===== config.mk =====
export PLATFORM = sky130hd
export DESIGN_NAME = reg_write_arbiter
export DESIGN_NICKNAME = d
export VERILOG_FILES = /design/src/rtl/reg_write_arbiter_pkg.sv /design/src/rtl/reg_write_arbiter_rr_arbiter2.sv /design/src/rtl/reg_write_arbiter.sv
export SDC_FILE = /design/constraint.sdc
export NUM_CORES = 1
export LEC_CHECK = 0
export ABC_AREA = 1
export CELL_PAD_IN_SITES_DETAIL_PLACEMENT = 0
export CELL_PAD_IN_SITES_GLOBAL_PLACEMENT = 1
export CORE_MARGIN = 2
export CORE_UTILIZATION = 23
export CTS_BUF_LIST = sky130_fd_sc_hd__clkbuf_16
export DETAILED_ROUTE_END_ITERATION = 16
export PLACE_DENSITY_LB_ADDON = 0.05
export SYNTH_ARGS = -nofsm -noshare
export SYNTH_HDL_FRONTEND = slang
export SYNTH_SLANG_ARGS = --single-unit

===== constraint.sdc =====
create_clock -name clk -period 1.4 [get_ports clk]
set_clock_uncertainty 0.2 [all_clocks]
set_input_delay 0.28 -clock clk [delete_from_list [all_inputs] [get_ports clk]]
set_output_delay 0.28 -clock clk [all_outputs]
set_load 0.1 [all_outputs]

===== src/rtl/reg_write_arbiter_pkg.sv =====
// Shared constants and types for the register-file write arbiter.
// Holds default widths, the hard-wired zero register index and the requester id enum.
package reg_write_arbiter_pkg;

    localparam int WORD_LEN_DEFAULT  = 32;
    localparam int ADDR_BITS_DEFAULT = 5;
    localparam int ZERO_REG          = 0;

    typedef enum logic {
        REQ0 = 1'b0,
        REQ1 = 1'b1
    } reqId_t;

endpackage


===== src/rtl/reg_write_arbiter_rr_arbiter2.sv =====
// Two-way round-robin grant select: purely combinational, one-hot or zero output.
// A lone requester always wins; on contention the side not granted last time wins.
module rr_arbiter2
    import reg_write_arbiter_pkg::*;
(
    input  logic [1:0] req,
    input  reqId_t     lastGnt,
    input  logic       hold,
    output logic [1:0] gnt
);

    always_comb begin
        // NOTE: default assigned first so no path leaves gnt unassigned, which would infer a latch.
        gnt = 2'b00;
        if (!hold) begin
            case (req)
                2'b01:   gnt = 2'b01;
                2'b10:   gnt = 2'b10;
                2'b11:   gnt = (lastGnt == REQ0) ? 2'b10 : 2'b01;
                default: gnt = 2'b00;
            endcase
        end
    end

endmodule


===== src/rtl/reg_write_arbiter.sv =====
// Arbitrates two register-file write requesters onto one registered write port.
// Optional read-after-write forwarding is enabled with macro REG_WRITE_ARBITER_FWD_EN.
module reg_write_arbiter
    import reg_write_arbiter_pkg::*;
#(
    parameter int WordLen  = WORD_LEN_DEFAULT,
    parameter int AddrBits = ADDR_BITS_DEFAULT
) (
    input  logic                clk,
    input  logic                rst,
    input  logic                hold,
    input  logic                req0,
    input  logic                req1,
    input  logic [AddrBits-1:0] addr0,
    input  logic [AddrBits-1:0] addr1,
    input  logic [WordLen-1:0]  data0,
    input  logic [WordLen-1:0]  data1,
`ifdef REG_WRITE_ARBITER_FWD_EN
    input  logic [AddrBits-1:0] rdAddr1,
    input  logic [AddrBits-1:0] rdAddr2,
    input  logic [WordLen-1:0]  rfData1,
    input  logic [WordLen-1:0]  rfData2,
    output logic [WordLen-1:0]  fwdData1,
    output logic [WordLen-1:0]  fwdData2,
`endif
    output logic                gnt0,
    output logic                gnt1,
    output logic                regWrite,
    output logic [AddrBits-1:0] writeRegister,
    output logic [WordLen-1:0]  writeData
);

    localparam logic [AddrBits-1:0] ZeroIdx = AddrBits'(ZERO_REG);

    logic [1:0] gnt;
    reqId_t     lastGnt;

    // Reset suppresses grants so nothing is accepted during the reset cycle.
    rr_arbiter2 u_rrArbiter2 (
        .req     ({req1, req0}),
        .lastGnt (lastGnt),
        .hold    (hold | rst),
        .gnt     (gnt)
    );

    assign gnt0 = gnt[0];
    assign gnt1 = gnt[1];

    // NOTE: non-blocking assignments keep every flop sampling pre-edge values regardless of statement order.
    always_ff @(posedge clk) begin
        if (rst) begin
            regWrite      <= 1'b0;
            writeRegister <= '0;
            writeData     <= '0;
            lastGnt       <= REQ1;
        end else begin
            regWrite <= 1'b0;
            if (gnt[0]) begin
                regWrite      <= (addr0 != ZeroIdx);
                writeRegister <= addr0;
                writeData     <= data0;
                lastGnt       <= REQ0;
            end else if (gnt[1]) begin
                regWrite      <= (addr1 != ZeroIdx);
                writeRegister <= addr1;
                writeData     <= data1;
                lastGnt       <= REQ1;
            end
        end
    end

`ifdef REG_WRITE_ARBITER_FWD_EN
    // Bypass the write in flight so a same-cycle read sees it; register 0 is never forwarded.
    assign fwdData1 = (regWrite && (rdAddr1 == writeRegister) && (rdAddr1 != ZeroIdx))
                      ? writeData : rfData1;
    assign fwdData2 = (regWrite && (rdAddr2 == writeRegister) && (rdAddr2 != ZeroIdx))
                      ? writeData : rfData2;
`endif

endmodule

Word level (Yosys, flattened, before mapping):

Index checks and enable logic that the tools add are counted.

* equal/unequal tests: 3
* muxes and demuxes: 11
* bitwise logic cells: 1
* reduce and logical (&&, ||, !) cells: 3

Operators with widths (count)
* 32-bit 2-to-1 mux: 2
* 5-bit 2-to-1 mux: 2
* 5-bit nonzero test: 2
* 2-bit case mux with 3 select lines: 1
* 2-bit equality test, second input constant: 2
* 1-bit 2-to-1 mux: 4
* 2-bit 2-to-1 mux: 2
* 2-bit by 1-bit equality test with 1-bit output, second input constant: 1
* 2-bit nonzero test: 1
* 1-bit OR: 1

* bits in registers: 39
* bits of input ports: 79
* output and inout port bits: 40
* logic and storage cells: 22

Longest topological paths before layout:

Gate-level depths: netlist of the first run.

* word-level depth: 5
* gate-level depth with buffers: 9
* depth with buffers taken out: 7

Modules after synthesis:

Synthesis of the first run repeated with hierarchy kept, for this count alone.

* cells, all modules: 302
* area total of the unflattened synthesis: 1876.8 um^2

By module, submodules not included
* reg_write_arbiter: instances 1, cells each 293, area an instance 1843.0 um^2, sequential area each 780.7 um^2
* rr_arbiter2: instances 1, cells each 9, area an instance 33.8 um^2, sequential area each 0.0 um^2

Worst setup path after synthesis of the first run:

OpenSTA, ideal clock, no wires.

* path type: input to output
* start: input port rst
* end: output port gnt1
* arrival time: 2.185 ns
* required time: 0.920 ns
* path slack: -1.265 ns
* cell stages on the path: 4
* path buffers: 1
* cells stage by stage: nor2_2 > buf_2 > nand2_1 > a21oi_1

* longest elaborated chain between the ends: 2

RTL lines
* start, declared: line reg_write_arbiter.sv:10 `input logic rst,`
* 1-bit OR: line reg_write_arbiter.sv:42 `.hold (hold | rst),`
* 2-bit 2-to-1 mux: line reg_write_arbiter_rr_arbiter2.sv:15 `if (!hold) begin`
* end, declared: line reg_write_arbiter.sv:27 `output logic gnt1,`

Every way passes these cells.

Worst setup path after layout of the first run:

* start: register lastGnt
* end: output port gnt0

* longest elaborated chain between the ends: 3

RTL lines
* start, declared: line reg_write_arbiter.sv:36 `reqId_t lastGnt;`
* start signal, assigned: line reg_write_arbiter.sv:55 `lastGnt <= REQ1;`
* start signal, assigned: line reg_write_arbiter.sv:62 `lastGnt <= REQ0;`
* start signal, assigned: line reg_write_arbiter.sv:67 `lastGnt <= REQ1;`
* 2-bit 2-to-1 mux: line reg_write_arbiter_rr_arbiter2.sv:19 `2'b11: gnt = (lastGnt == REQ0) ? 2'b10 : 2'b01;`
* 2-bit case mux with 3 select lines: line reg_write_arbiter_rr_arbiter2.sv:16 `case (req)`
* 2-bit 2-to-1 mux: line reg_write_arbiter_rr_arbiter2.sv:15
* end, declared: line reg_write_arbiter.sv:26 `output logic gnt0,`

Every way passes these cells.

==> metrics.txt, run 1 <==
setup TNS -1.35 ns; Mean Syn Cell Area 6.31 um^2; Final #Nets 561; Post-Synthesis Cells 346; Fmax 629 MHz; die area 10,300 um^2; EDFF count, synth 0; Synth top cells by count 81 x nand2_1, 76 x inv_1, 39 x dfxtp_1, 38 x a21oi_1, 38 x nand3_1; leak pwr 2.18 nW; cell depth of the worst setup path 5; DR DRC count 0; root buf cell clkbuf_16; Pre-antenna DRT Iters 4; minimum hold slack 0.349 ns; Initial Util 23.6%; setup slack after layout -0.189 ns; critical path arrival 1.11 ns; Area growth syn-to-layout 126%; Core Area 9240 um^2; count leader, synth nand2_1; Synth Warn # 0; antenna cells 0; Worst Setup End Kind output port; synth top area cells dfxtp_1 36%, nand2_1 14%, inv_1 13%; top cell type's share of synthesized area 35.8%; clock latency on the worst-skew pair 0.28 ns; overflow left after global routing 0; post-DP HPWL 5.62 mm; Place WS -0.509 ns; clock transition at the registers of the reported paths 0.06 ns; slowest stage delay, CP 0.33 ns; CTS tree built; placed cell count 589; fraction of final layout cells sized beyond drive strength 1 43.8%; Final Hold Violating Endpoints 0; total power 4.25 mW; syn nets 425; Post-synth top flop dfxtp_1; CP max-delay cell dfxtp_2; CTS Sinks 39; max-slew violation count 0; Tot GR Track Use 16.2%; Max Cap Violations 0; Die Width 101 um; utilization after layout 53.5%; R2R cell count 9; status finished, violations left; Rel. slew slack 68.1%; failing checks setup timing; Hold Crit Depth 4; crit path kind reg2out; vias post-DR 2,744; CP max FO 2; number of port buffers 118; power per cell area 861 nW/um^2; critical-path cell list inv_2, nand2_4, nand3_4, inv_12, buf_16; WP data required 0.92 ns; sequential area share after synthesis 35.8%; final setup violation count 37; crit path launch type flip-flop; Final Instance Area 4940 um^2; dominant delay contributor by cell family on the critical path flip-flops; num rows 35; largest net degree at the start of global routing 39; WL final 8.89 mm; vias in the first global route 2,659; #FFs+latches synth 39; initial antenna violation count 0; Least-Margin Pin Slew 0.479 ns; via/cell ratio 4.49; RSZ-0062 raised after global routing yes; gpl congestion 0.759; Worst Path Buf+Inv 3; final antenna-violating net count 0; FFs w/ async S/R, synth 0%; drt wl/cell 14.5 um; Layout Cells excl Fill 611; global-route wire length before repair 13.1 mm; placed instance area 4120 um^2; fraction of the cycle the final worst path needs 113%; CTS Buf Count 5; CTS H-tree lvls 2; worst hold path class reg2reg; Final Critical Period 1.59 ns; cell taking the most area after synthesis dfxtp_1; Iter 0 DRT Violations 66; Max VDD drop 0.000552 V; I/O pin total 119; Max Buffers Root-to-Sink 2; Die H 101 um; Syn Std Cell Area 2180 um^2; Yosys cell types 17; flop-to-flop setup slack -0.06 ns
-- tightest hold or removal path, delay by kind of cell (launching register included) --
| family | cells | cell delay, ns |
|---|---|---|
| buffers and inverters | 2 | 0.08 |
| AO/OA/AOI/OAI | 1 | 0.05 |
| flip-flops | 1 | 0.33 |
| AND/OR/NAND/NOR | 1 | 0.06 |
-- registers in the layout, indices dropped and copies added, names as in the netlist --
name           count
regWrite           1
writeRegister      5
writeData         32
lastGnt            1
-- cell usage in the layout, fill, tap and decap left out --
cell / count
nor2_4: 1
clkbuf_16: 9
bufinv_16: 1
o21ai_0: 1
buf_16: 2
clkdlybuf4s50_1: 74
inv_12: 1
nand4_1: 37
inv_2: 2
dfxtp_2: 38
buf_6: 4
nand2_1: 40
inv_1: 75
nand3_1: 1
inv_4: 1
nand3_4: 1
clkbuf_2: 1
nand3_2: 36
buf_12: 47
nand2_2: 18
buf_2: 2
o21ai_4: 1
bufbuf_16: 1
buf_4: 20
a21oi_4: 1
o21ai_2: 1
nor2_1: 3
nand2_4: 23
dlygate4sd2_1: 1
dfxtp_1: 1
nor3_1: 1
a21oi_1: 37
-- cell families (layout without fill, tap and decap cells) --
family / after synthesis / in the layout / synth area share [%]
and+or+nand+nor: 161 / 161 / 34.3
DFF: 39 / 39 / 35.8
AOI/OAI and AO/OA: 41 / 41 / 9.40
buffers and inverters: 105 / 241 / 20.6
-- metal layers --
layer | share of wire, % | GRT usage [%] | up-vias
li1 | - | - | 1370
met3 | 6.2 | 4.62 | 4
met1 | 46 | 21.1 | 1298
met5 | 0 | 0 | -
met2 | 48 | 26.6 | 72
met4 | 0.66 | 4.05 | 0
-- final timing paths --
kind / from / end
min: writeData[18] / writeData[18]
max: lastGnt / gnt0
max reg2reg: lastGnt / writeData[0]
min reg2reg: writeData[18] / writeData[18]
-- cell type report --
class | instances | area, um^2
Clock buffer | 5 | 125
Clock inverter | 2 | 33.8
Fill cell | 897 | 4300
Inverter | 78 | 308
Multi-Input combinational cell | 202 | 1400
Sequential cell | 39 | 828
Tap cell | 129 | 161
Timing Repair Buffer | 156 | 2090
-- power breakdown --
part           switching [mW]  internal (mW)  leakage (nW)
logic                   0.966          0.739          1.76
clock network           0.445          0.825        0.0811
registers              0.0766           1.20         0.335
total                    1.49           2.77          2.18
-- timing repair --
item | CTS | global route
gates resized for setup | 13 | 108
pin swaps | 1 | 0
cloned | 2 | 4
setup buffers | 9 | 3
hold buffers | 0 | 0
endpoints found under the setup margin | 41 | 40
(Power assumes the default switching activity.)
==> run 2: changes to the inputs <==
--- a/config.mk
+++ b/config.mk
@@ -6,6 +6,7 @@
 export NUM_CORES = 1
 export LEC_CHECK = 0
 export ABC_AREA = 1
+export ABC_CLOCK_PERIOD_IN_PS = 1400
 export CELL_PAD_IN_SITES_DETAIL_PLACEMENT = 0
 export CELL_PAD_IN_SITES_GLOBAL_PLACEMENT = 1
 export CORE_MARGIN = 2
@@ -13,6 +14,8 @@
 export CTS_BUF_LIST = sky130_fd_sc_hd__clkbuf_16
 export DETAILED_ROUTE_END_ITERATION = 16
 export PLACE_DENSITY_LB_ADDON = 0.05
+export REMOVE_ABC_BUFFERS = 1
+export SLEW_MARGIN = 20
 export SYNTH_ARGS = -nofsm -noshare
 export SYNTH_HDL_FRONTEND = slang
 export SYNTH_SLANG_ARGS = --single-unit
==> run 2 against run 1 <==
First-iteration DRC count is 29% lower; die area is the same; clock-buffer cell count unchanged; non-clock buffer count down 6; highest routed layer unchanged; the flow still finishes with violations (setup timing); sequential power about the same; design area fell by 11%; setup slack improved by 0.045 ns; power shrank 8.1%; combinational power fell by 8%; clock power down 14%; critical endpoint unchanged.
==> metrics.txt, run 2 (same netlist as run 1, synthesis figures left out) <==
failing checks setup timing; critical path arrival 1.06 ns (-0.05 ns); RR Startpoint lastGnt; Max VDD drop 0.000452 V (-18%); clock latency on the worst-skew pair 0.28 ns (about the same); most frequent cells in the layout 77 x inv_1, 77 x nand2_1, 74 x clkdlybuf4s50_1; leak pwr 2.00 nW (-8.0%); status finished, violations left; post-DP HPWL 5.74 mm (+2.1%); Final #Nets 555 (-1.1%); fraction of final layout cells sized beyond drive strength 1 20.3% (-23 points); placed cell count 585 (-0.68%); crit path launch type flip-flop; R2R cell count 9 (unchanged); Area growth syn-to-layout 101%; number of port buffers 118 (unchanged); vias in the first global route 2,627 (-1.2%); gpl congestion 0.740 (-2.6%); overflow left after global routing 0 (unchanged); vias post-DR 2,606 (-5.0%); placed instance area 3960 um^2 (-3.9%); WP data required 0.92 ns (about the same); Tot GR Track Use 16.1% (-0.11 points); worst hold path class in2reg; CTS Buf Count 5 (unchanged); Worst Setup End Kind output port; Final Critical Period 1.54 ns (-0.0446 ns); CP startpoint lastGnt; Reg with most FFs writeData; largest net degree at the start of global routing 39 (unchanged); global-route wire length before repair 13.0 mm (-1.0%); Place WS -0.480 ns (+0.0291 ns); CP max-delay cell dfxtp_2; Comb power frac 39.8% (-0.3 points); Sw Ratio 36.0% (+1.0 points); drt wl/cell 13.6 um (-6.3%); flop-to-flop setup slack 0.01 ns (+0.07 ns); Final Instance Area 4380 um^2 (-11%); Sequential Area 782 um^2 (-5.6%); Least-Margin Pin Slew 0.475 ns (-0.00432 ns); CTS tree built; RSZ-0062 raised after global routing yes; I/O pin total 119 (unchanged); WL final 8.26 mm (-7.1%); power per cell area 892 nW/um^2 (+3.6%); Max Buffers Root-to-Sink 2 (unchanged); initial antenna violation count 0 (unchanged); CTS Sinks 39 (unchanged); Final Hold Violating Endpoints 0 (unchanged); Pre-antenna DRT Iters 4 (unchanged); Layout Cells excl Fill 606 (-0.82%); max reg flops 32 (unchanged); Rel. slew slack 68.4% (+0.29 points); CTS H-tree lvls 2 (unchanged); CP max FO 2 (unchanged); Die Width 101 um (unchanged); Setup crit end gnt0; crit path kind reg2out; Internal Power 2.50 mW (-9.5%); clock transition at the registers of the reported paths 0.06 ns (about the same); max-slew violation count 0 (unchanged); fraction of the cycle the final worst path needs 110% (-3.2 points); via/cell ratio 4.30 (-4.2%); setup slack after layout -0.144 ns (+0.0446 ns); Core Area 9240 um^2 (unchanged); final setup violation count 2 (-95%); biggest regs writeData (32), writeRegister (5); Die H 101 um (unchanged); root buf cell clkbuf_16; critical-path cell list inv_2, nand2_4, nand3_4, inv_4, buf_12; final antenna-violating net count 0 (unchanged); FF-to-FF End writeData[31]; # fillers 949 (+5.8%); Max Cap Violations 0 (unchanged); Initial Util 23.6% (unchanged); antenna cells 0 (unchanged); Iter 0 DRT Violations 47 (-29%); minimum hold slack 0.230 ns (-0.119 ns); Reg power frac 32.4% (+2.3 points); die area 10,300 um^2 (unchanged); num rows 35 (unchanged); net switching power 1.41 mW (-5.3%); Fmax 648 MHz (+2.9%); slowest stage delay, CP 0.34 ns (about the same); Hold Crit Depth 5 (+1); DR DRC count 0 (unchanged); Multi-input gate area 1020 um^2 (-27%); Clk pwr share 27.8% (-2.0 points)
## run 2: cell types whose count changed in the layout (fill, tap and decap cells not counted), sizes merged
| cell | change |
|---|---|
| bufbuf | -1 |
| buf | -1 |
| dlygate4sd2 | -1 |
| bufinv | -1 |
| clkinv | +2 |
| clkbuf | -3 |
## run 2: power by group through the flow
| stage | registers [mW] | clock network, mW | logic (mW) |
|---|---|---|---|
| global route | 1.27 | 1.17 | 1.64 |
| global placement | 1.29 | 0 | 1.47 |
| floorplan | 1.77 | 0 | 0.254 |
| CTS | 1.27 | 1.13 | 1.56 |
| detailed placement | 1.29 | 0 | 1.47 |
| finish | 1.27 | 1.09 | 1.56 |
## run 2: worst min path at each step
stage                       start  slack, ns      end
final                        req1       0.23  lastGnt
after global routing         req1       0.27  lastGnt
after global placement    lastGnt       0.35  lastGnt
after floorplan               rst       0.21  lastGnt
after CTS                    hold       0.27  lastGnt
after detailed placement  lastGnt       0.35  lastGnt
## run 2: worst max-delay path: cells and delay by family, from the launching register on
family | cells | cell delay (ns)
AND/OR/NAND/NOR | 2 | 0.15
buffers and inverters | 3 | 0.30
flip-flops | 1 | 0.34
## run 2: final cells by class
type	instances	area share, %
clock buffers	5	2.85
clock inverters	3	0.285
inverters	78	6.85
multi-input cells	202	23.2
flip-flops and latches	39	17.8
well taps	129	3.68
repair buffers	150	45.3
## run 2: timing repair
action                                  in CTS  in global routing
endpoints found under the setup margin      40                 39
resized for setup                           27                 13
gates cloned                                 3                  1
pin swaps                                    2                  2
setup buffers                               10                  1
hold buffers                                 0                  0
## run 2: layer usage
metal / vias up / GRT usage (%) / wire length [um]
met1: 1161 / 19.4 / 3580
met3: 10 / 4.00 / 484
li1: 1354 / - / -
met2: 81 / 28.2 / 4080
met5: - / 0 / 0
met4: 0 / 5.09 / 108
## run 2: through the flow
stage,utilization [%],power (mW),TNS (ns)
2_1_floorplan,-,2.02,-70.07
3_3_place_gp,42.9,2.76,-17.43
3_5_place_dp,42.9,2.76,-18.54
4_1_cts,47.0,3.96,-0.321
5_1_grt,47.4,4.09,-2.01
6_report,47.4,3.91,-0.231
==> run 3: changes to the inputs <==
--- a/config.mk
+++ b/config.mk
@@ -9,7 +9,6 @@
 export ABC_CLOCK_PERIOD_IN_PS = 1400
 export CELL_PAD_IN_SITES_DETAIL_PLACEMENT = 0
 export CELL_PAD_IN_SITES_GLOBAL_PLACEMENT = 1
-export CORE_MARGIN = 2
 export CORE_UTILIZATION = 23
 export CTS_BUF_LIST = sky130_fd_sc_hd__clkbuf_16
 export DETAILED_ROUTE_END_ITERATION = 16
==> run 3 against run 2 <==
Sequential share of layout area is 0.34 points higher; clock-buffer cell count stayed put; core utilization fell by 0.67 points; design area decreased by 1.9%; via count decreased by 1.1%; routed wire length down 2.3%; global-route usage is 0.60 points higher; maximum frequency shrank 5.5%; register-to-register slack lost 0.06 ns; flip-flop and latch count unchanged; highest routed layer unchanged; the run still ends with setup timing left.
==> metrics.txt, run 3 (same netlist as run 1, synthesis figures left out) <==
status finished, violations left; failing checks setup timing; crit path launch type flip-flop; vias in the first global route 2,456 (-6.5%); most common cell after layout, fill and taps aside inv_1; vias post-DR 2,577 (-1.1%); crit path kind reg2out; WP data required 0.92 ns (about the same); max-slew violation count 0 (unchanged); Pre-antenna DRT Iters 4 (unchanged); num rows 35 (unchanged); fraction of the cycle the final worst path needs 117% (+6.4 points); Initial Util 23.7% (+0.11 points); Tot GR Track Use 16.7% (+0.60 points); worst hold path class in2reg; fraction of final layout cells sized beyond drive strength 1 19.7% (-0.67 points); critical path arrival 1.15 ns (+0.09 ns); drt wl/cell 13.7 um (+0.48%); most frequent cells in the layout 78 x inv_1, 77 x nand2_1, 74 x clkdlybuf4s50_1; Iter 0 DRT Violations 70 (+49%); CTS tree built; Worst Setup End Kind output port; Max Buffers Root-to-Sink 2 (unchanged); leak pwr 1.99 nW (-0.78%); Max VDD drop 0.000530 V (+17%); Fmax 612 MHz (-5.5%); CP max FO 2 (unchanged); global-route wire length before repair 12.7 mm (-1.8%); max reg flops 32 (unchanged); setup slack after layout -0.234 ns (-0.0895 ns); Area growth syn-to-layout 97.0%; Multi-input gate area 1000 um^2 (-1.5%); gpl congestion 0.760 (+2.7%); Final Instance Area 4300 um^2 (-1.9%); Least-Margin Pin Slew 0.437 ns (-0.0374 ns); Reg with most FFs writeData; I/O pin total 119 (unchanged); WL final 8.06 mm (-2.3%); clock transition at the registers of the reported paths 0.06 ns (about the same); via/cell ratio 4.38 (+1.7%); clock latency on the worst-skew pair 0.28 ns (about the same); Die Width 99.4 um (-2.0%); Final Hold Violating Endpoints 0 (unchanged); power per cell area 906 nW/um^2 (+1.5%); Final Critical Period 1.63 ns (+0.0895 ns); die area 9890 um^2 (-3.9%); Die H 99.4 um (-2.0%); placed instance area 3960 um^2 (unchanged); biggest regs writeData (32), writeRegister (5); Sequential Area 782 um^2 (unchanged); Rel. slew slack 70.8% (+2.5 points); final setup violation count 38 (+36); # fillers 927 (-2.3%); number of port buffers 118 (unchanged); CTS Hold Bufs 0 (unchanged); antenna cells 0 (unchanged); Core Area 9200 um^2 (-0.47%); final antenna-violating net count 0 (unchanged); post-DP HPWL 5.47 mm (-4.8%); largest net degree at the start of global routing 39 (unchanged); CTS Sinks 39 (unchanged); Final #Nets 556 (+0.18%); utilization after layout 46.8% (-0.67 points); DR DRC count 0 (unchanged); RSZ-0062 raised after global routing yes; root buf cell clkbuf_16; CTS Buf Count 5 (unchanged); initial antenna violation count 0 (unchanged); Max Cap Violations 0 (unchanged); overflow left after global routing 0 (unchanged); CTS H-tree lvls 2 (unchanged)
-- run 3: power breakdown --
group	switching, mW	internal, mW
Combinational	0.882	0.656
Sequential	0.0769	1.19
Clock	0.450	0.644
-- run 3: critical path, cell delays in order (launching register included) --
cell     delay, ns
dfxtp_2       0.32
buf_6         0.11
a21oi_2       0.14
buf_4         0.14
buf_12        0.16
-- run 3: final timing paths --
check | startpoint | to | slack (ns) | cells after the start
worst min register to register | writeData[17] | writeData[17] | 0.37 | 4
worst max register to register | lastGnt | writeData[11] | -0.05 | 9
worst min-delay path | hold | lastGnt | 0.31 | 6
worst max-delay path | lastGnt | gnt1 | -0.23 | 4
-- run 3: layout make-up --
type	instances	area share [%]
timing repair buffer	151	45.2
multi-input combinational	202	23.3
sequential	39	18.2
inverter	78	6.92
tap	111	3.23
clock buffer	5	2.91
clock inverter	3	0.291
-- run 3: through the flow --
step	setup TNS (ns)	hold WS (ns)	instances	power, mW	setup WS, ns
after floorplan	-70.07	0.210	319	2.02	-1.84
after global placement	-23.30	0.355	570	2.77	-0.634
after detailed placement	-23.32	0.358	570	2.77	-0.610
after CTS	-0.841	0.312	588	3.93	-0.222
after global routing	-4.67	0.347	589	4.08	-0.273
final	-1.29	0.307	589	3.90	-0.234
-- run 3: per-layer routing --
| layer | global-route usage [%] | share of wire [%] |
|---|---|---|
| met1 | 22.1 | 47 |
| met2 | 27.7 | 46 |
| met3 | 3.79 | 5.4 |
| met4 | 3.96 | 0.94 |
| met5 | 0 | 0 |
-- run 3: repair_timing --
item | in CTS | in global routing
buffers inserted | 9 | 0
endpoints found under the setup margin | 41 | 39
resized for setup | 22 | 5
pin swaps | 2 | 2
endpoints found under the hold margin | 0 | 0
gates cloned | 2 | 1
